## src/rtl/pes_pump_pkg.sv

```systemverilog
// Shared types and constants for the pump driver.
// The dry-run option is selected with PES_PUMP_DRYRUN_EN in the files that use this package.
package pes_pump_pkg;

  typedef enum logic [1:0] {
    ST_IDLE  = 2'd0,
    ST_RUN   = 2'd1,
    ST_COOL  = 2'd2,
    ST_FAULT = 2'd3
  } pump_state_t;

  localparam logic [1:0] FC_NONE    = 2'b00;
  localparam logic [1:0] FC_TIMEOUT = 2'b01;
  localparam logic [1:0] FC_DRY     = 2'b10;

endpackage

```

## src/rtl/pes_pump_cnt.sv

```systemverilog
// Saturating up-counter with synchronous clear (priority) and count enable.
// Reset is asynchronous, active-low.
module pes_pump_cnt #(
  parameter int CNT_W = 16
) (
  input  logic             clk,
  input  logic             rst,
  input  logic             i_clr,
  input  logic             i_en,
  output logic [CNT_W-1:0] o_cnt
);

  logic [CNT_W-1:0] r_cnt;

  always_ff @(posedge clk or negedge rst) begin
    if (!rst) begin
      r_cnt <= '0;
    end else if (i_clr) begin
      r_cnt <= '0;
    end else if (i_en && (r_cnt != '1)) begin
      r_cnt <= r_cnt + CNT_W'(1);
    end
  end

  assign o_cnt = r_cnt;

endmodule

```

## src/rtl/pes_pump_driver.sv

```systemverilog
// Pump power driver: minimum/maximum run time, cool-down and latched faults.
// Define PES_PUMP_DRYRUN_EN to add the flow_ok input and the dry-run fault.
module pes_pump_driver
  import pes_pump_pkg::*;
#(
  parameter int MIN_ON_CYC  = 4,
  parameter int MAX_ON_CYC  = 1000,
  parameter int MIN_OFF_CYC = 8,
  parameter int CNT_W       = 16
`ifdef PES_PUMP_DRYRUN_EN
  ,
  parameter int DRY_CYC     = 16
`endif
) (
  input  logic       clk,
  input  logic       rst,
  input  logic       water_pump,
  input  logic       fault_clr,
`ifdef PES_PUMP_DRYRUN_EN
  input  logic       flow_ok,
`endif
  output logic       pump_on,
  output logic       fault,
  output logic [1:0] fault_code
);

  localparam logic [CNT_W-1:0] MIN_ON_LAST  = CNT_W'(MIN_ON_CYC - 1);
  localparam logic [CNT_W-1:0] MAX_ON_LAST  = CNT_W'(MAX_ON_CYC - 1);
  localparam logic [CNT_W-1:0] MIN_OFF_LAST = CNT_W'(MIN_OFF_CYC - 1);

  pump_state_t      r_state;
  pump_state_t      w_state_next;
  logic [1:0]       r_fault_code;
  logic [1:0]       w_fault_code_next;
  logic [CNT_W-1:0] w_cnt;
  logic             w_cnt_clr;
  logic             w_cnt_en;
  logic             w_dry_hit;

  // The state counter restarts from zero on every state change.
  assign w_cnt_clr = (w_state_next != r_state);
  assign w_cnt_en  = (r_state == ST_RUN) || (r_state == ST_COOL);

  pes_pump_cnt #(.CNT_W(CNT_W)) u_state_cnt (
    .clk   (clk),
    .rst   (rst),
    .i_clr (w_cnt_clr),
    .i_en  (w_cnt_en),
    .o_cnt (w_cnt)
  );

`ifdef PES_PUMP_DRYRUN_EN
  localparam logic [CNT_W-1:0] DRY_LAST = CNT_W'(DRY_CYC - 1);

  logic [CNT_W-1:0] w_dry_cnt;
  logic             w_dry_clr;
  logic             w_dry_en;

  // Counts consecutive no-flow RUN cycles; the current cycle completes the streak.
  assign w_dry_clr = (r_state != ST_RUN) || flow_ok;
  assign w_dry_en  = (r_state == ST_RUN) && !flow_ok;
  assign w_dry_hit = w_dry_en && (w_dry_cnt == DRY_LAST);

  pes_pump_cnt #(.CNT_W(CNT_W)) u_dry_cnt (
    .clk   (clk),
    .rst   (rst),
    .i_clr (w_dry_clr),
    .i_en  (w_dry_en),
    .o_cnt (w_dry_cnt)
  );
`else
  assign w_dry_hit = 1'b0;
`endif

  always_comb begin
    w_state_next      = r_state;
    w_fault_code_next = r_fault_code;
    case (r_state)
      ST_IDLE: begin
        if (water_pump) w_state_next = ST_RUN;
      end
      ST_RUN: begin
        // A request drop after the minimum run outranks both faults.
        if (!water_pump && (w_cnt >= MIN_ON_LAST)) begin
          w_state_next = ST_COOL;
        end else if (w_dry_hit) begin
          w_state_next      = ST_FAULT;
          w_fault_code_next = FC_DRY;
        end else if (water_pump && (w_cnt == MAX_ON_LAST)) begin
          w_state_next      = ST_FAULT;
          w_fault_code_next = FC_TIMEOUT;
        end
      end
      ST_COOL: begin
        if (w_cnt == MIN_OFF_LAST) w_state_next = ST_IDLE;
      end
      ST_FAULT: begin
        if (fault_clr && !water_pump) begin
          w_state_next      = ST_COOL;
          w_fault_code_next = FC_NONE;
        end
      end
      default: begin
        w_state_next = ST_IDLE;
      end
    endcase
  end

  always_ff @(posedge clk or negedge rst) begin
    if (!rst) begin
      r_state      <= ST_IDLE;
      r_fault_code <= FC_NONE;
    end else begin
      r_state      <= w_state_next;
      r_fault_code <= w_fault_code_next;
    end
  end

  assign pump_on    = (r_state == ST_RUN);
  assign fault      = (r_state == ST_FAULT);
  assign fault_code = r_fault_code;

endmodule

```

## config.mk

```make
export PLATFORM = sky130hd
export DESIGN_NAME = pes_pump_driver
export DESIGN_NICKNAME = d
export VERILOG_FILES = /design/src/rtl/pes_pump_pkg.sv /design/src/rtl/pes_pump_cnt.sv /design/src/rtl/pes_pump_driver.sv
export SDC_FILE = /design/constraint.sdc
export NUM_CORES = 1
export LEC_CHECK = 0
export ABC_AREA = 1
export BUFFER_PORTS_ARGS = -buffer_cell sky130_fd_sc_hd__buf_2
export CAP_MARGIN = 0
export CORE_MARGIN = 5
export CORE_UTILIZATION = 54
export CTS_BUF_LIST = sky130_fd_sc_hd__clkbuf_16
export DETAILED_ROUTE_END_ITERATION = 6
export PLACE_DENSITY = 0.84
export SYNTH_ARGS = -nofsm -noshare
export SYNTH_HDL_FRONTEND = slang
export SYNTH_SLANG_ARGS = --single-unit
```

## constraint.sdc

```tcl
create_clock -name clk -period 1.6 [get_ports clk]
set_input_delay 0.32 -clock clk [delete_from_list [all_inputs] [get_ports clk]]
set_output_delay 0.32 -clock clk [all_outputs]
set_load 0.005 [all_outputs]
```

==> flow_metrics.env <==
export IMPL_part_of_the_power_in_the_clock_network_pct=15.0
export IMPL_post_layout_nonfiller_instances=264
export IMPL_dp_worst_setup_slack_ns=-0.159
export IMPL_run_status="complete, but fails checks"
export IMPL_drt_first_pass_iters=7
export IMPL_io_pins=8
export IMPL_share_of_final_layout_standard_cells_stronger_than_drive_strength_1_pct=46.6
export IMPL_ff2ff_path_depth=14
export IMPL_cts_root_to_sink_buffers=2
export IMPL_cpMostUsedCell="sky130_fd_sc_hd__nand2_1"
export IMPL_grt_max_degree=20
export IMPL_criticalPathCategory="flop to flop"
export IMPL_vdd_drop_max_mv=1.95
export IMPL_timing_critical_path_slowest_stage_cell="sky130_fd_sc_hd__dfrtp_1"
export IMPL_simple_gate_share_of_the_synthesized_area_pct=41.2
export IMPL_area_used_by_multi_input_combinational_logic_sq_um=970
export IMPL_routed_wire_length_per_instance_um=19.1
export IMPL_synth_cells=187
export IMPL_total_power_mw=3.45
export IMPL_setup_tns_final_ns=-6.21
export IMPL_syn_mean_instance_area_sq_um=7.41
export IMPL_route_final_wire_length_mm=5.04
export IMPL_most_common_cell_after_layout_fill_and_taps_aside="sky130_fd_sc_hd__nand2_1"
export IMPL_synthesis_nets=196
export IMPL_first_global_vias=1405
export IMPL_clock_skew_final_ns=0.00275
export IMPL_clock_latency_ns=0.26
export IMPL_rsz0062_at_grt="true"
export IMPL_switching_power_mw=1.62
export IMPL_power_frac_seq_pct=18.3
export IMPL_nNetsFinal=244
export IMPL_timing_final_ws_setup_ns=-0.394
export IMPL_critPathLaunchType="flop"
export IMPL_cp_end_kind="flop"
export IMPL_die_area_sq_mm=0.00368
export IMPL_chipWidth_um=60.7
export IMPL_antenna_found_initial=0
export IMPL_cts_made_buffers=3
export IMPL_setup_viol_count_final=20
export IMPL_chipHeight_um=60.7
export IMPL_clk_pin_slew_ns=0.05
export IMPL_timing_fmax_mhz=501
export IMPL_fin_util_pct=82.1
export IMPL_io_buffer_count=6
export IMPL_gpl_final_weighted_congestion=0.851
export IMPL_detail_route_vias_per_cell=5.94
export IMPL_synth_top_area_cell="sky130_fd_sc_hd__dfrtp_1"
export IMPL_p_int_mw=1.83
export IMPL_flow_area_growth_from_synthesis_pct=46.8
export IMPL_hold_ws_ns=0.00304
export IMPL_drc=2
export IMPL_switching_share_pct=46.9
export IMPL_crit_required_ns=1.79
export IMPL_p_leak_nw=0.966
export IMPL_power_density_mw_per_mm2=1690
export IMPL_max_slew_violations=0
export IMPL_register_area_sq_um=478
export IMPL_fin_area_sq_mm=0.00203
export IMPL_ys_top_cells_by_area="sky130_fd_sc_hd__dfrtp_1, sky130_fd_sc_hd__nand2_1, sky130_fd_sc_hd__nor2_4"
export IMPL_antenna_violating_nets_post_route=0
export IMPL_critical_path_cell_chain="nor2_1 > nand2_1 > nor2_2 > nand2_1 > nand2_2 > nand3_2 > nand2_2 > nand2_4 > nand3_2 > nand2_1 > inv_2 > nand3_4 > buf_12 > nor2_4"
export IMPL_data_arrival_time_at_the_worst_slack_endpoint_ns=2.18
export IMPL_ys_seq_area_share_pct=34.3
export IMPL_postSynthRegisterBits=19
export IMPL_cts_sink_count=19
export IMPL_commonest_cells_after_routing_fill_and_taps_aside="sky130_fd_sc_hd__nand2_1, sky130_fd_sc_hd__buf_4, sky130_fd_sc_hd__inv_1, sky130_fd_sc_hd__nor2_1, sky130_fd_sc_hd__dfrtp_1"
export IMPL_drt_first_iter_violations=236
export IMPL_yosys_area_share_xor_xnor_pct=6.32
export IMPL_synth_top_family_by_area="simple AND/OR/NAND/NOR gates"
export IMPL_holdBufCountCts=0
export IMPL_routed_via_count=1568
export IMPL_layout_filler_cells=133
export IMPL_placeableCoreArea_sq_mm=0.00248
export IMPL_syn_area_sq_mm=0.00139
export IMPL_grt_remaining_overflow=0
export IMPL_critical_path_peak_fanout=8
export IMPL_finalCritPeriodShare_pct=125
export IMPL_htreeDepth=1
export IMPL_placed_cell_area_sq_mm=0.00177
export IMPL_tritoncts="yes"
export IMPL_hp_class="primary input to asynchronous set/reset pin"
export IMPL_final_hold_violation_count=0
export IMPL_synth_yosys_warnings=0
export IMPL_yosys_area_top_type_share_pct=34.3
export IMPL_synth_cell_type_count=25
export IMPL_dpl_hpwl_mm=2.48
export IMPL_failed_checks="design-rule violations, negative setup slack"
export IMPL_synthesized_area_fraction_occupied_by_ao_oa_aoi_and_oai_cells_pct=3.52
export IMPL_crit_path_max_incr_delay_ns=0.43
export IMPL_cts_root_buffer_cell="sky130_fd_sc_hd__clkbuf_16"
export IMPL_power_combinational_fraction_pct=66.6
export IMPL_place_detailed_instances=257
export IMPL_grt_usage_pct=25.7
export IMPL_std_cell_rows=18
export IMPL_post_route_min_period_ns=1.99
export IMPL_muxShareOfSynthArea_pct=0
export IMPL_max_cap_violations=0
export IMPL_start_util_pct=56.0
export IMPL_post_synth_fa_ha_maj_area_fraction_pct=4.51
export IMPL_grt_pass1_wl_mm=6.74
export IMPL_diodes=0
[power groups by stage]
stage | sequential, mW | clock (mW) | combinational, mW
5_1_grt | 0.637 | 0.556 | 2.41
3_3_place_gp | 0.620 | 0 | 1.83
2_1_floorplan | 0.631 | 0 | 1.19
4_1_cts | 0.616 | 0.524 | 2.02
3_5_place_dp | 0.624 | 0 | 1.88
6_report | 0.632 | 0.518 | 2.30
[timing repair]
action                     4_1_cts  5_1_grt
setup endpoints to repair       17       20
gates resized for setup         12       30
buffers inserted                 1        2
pin swaps                        1        3
[metal layers]
metal,global-route usage [%],vias to the layer above,routed length [um]
met2,43.8,136,2280
met3,4.68,51,471
met4,15.8,0,420
li1,-,661,-
met1,29.7,720,1860
met5,0,-,0
[cell usage after synthesis (all sizes together)]
library cell and number:
dfrtp 19, o22ai 1, buf 2, nand3b 1, a21oi 2, nand4 2, nand3 17, o21ai 5
clkinv 1, ha 5, o21a 1, xor2 9, conb 1, nor3 3, nor2 42, inv 28
xnor2 1, nand2 47
[worst max-delay path: cells and delay by family, from the launching register on]
| family | cells | cell delay (ns) |
|---|---|---|
| buffers and inverters | 2 | 0.24 |
| and+or+nand+nor | 12 | 1.26 |
| DFF | 1 | 0.43 |
[state kept, by name (all words and copies together) (netlist names)]
signal,flops
u_state_cnt.o_cnt,16
fault_code,1
r_state,2
[cell families (layout without fill, tap and decap cells)]
kind of cell	count (synthesis)	after routing
XOR/XNOR	10	10
flip-flops	19	19
buffers and inverters	31	78
AND/OR/NAND/NOR	112	112
adder cells (fa/ha/maj)	5	5
AO/OA/AOI/OAI	9	9
other	1	1
[path summary, 6_finish.rpt]
| path | startpoint | endpoint | slack, ns |
|---|---|---|---|
| setup / recovery | u_state_cnt.o_cnt[10]$_DFFE_PN0P_ | u_state_cnt.o_cnt[9]$_DFFE_PN0P_ | -0.39 |
| setup reg to reg | u_state_cnt.o_cnt[10]$_DFFE_PN0P_ | u_state_cnt.o_cnt[9]$_DFFE_PN0P_ | -0.39 |
| min in group clk | fault_clr | fault_code[0]$_DFFE_PN0P_ | 0.49 |
| hold / removal | rst | fault_code[0]$_DFFE_PN0P_ | 0.003 |
| max in group asynchronous | rst | r_state[1]$_DFF_PN0_ | 1.26 |
| hold reg to reg | fault_code[0]$_DFFE_PN0P_ | fault_code[0]$_DFFE_PN0P_ | 0.49 |
[area by class of cell]
class                   instances  area share [%]
clock buffers                   3            3.69
clock inverters                 1           0.185
inverters                      29            5.35
multi-input cells             137            47.7
flip-flops and latches         19            23.5
well taps                      30            1.85
repair buffers                 45            17.8
(Power assumes the default switching activity.)
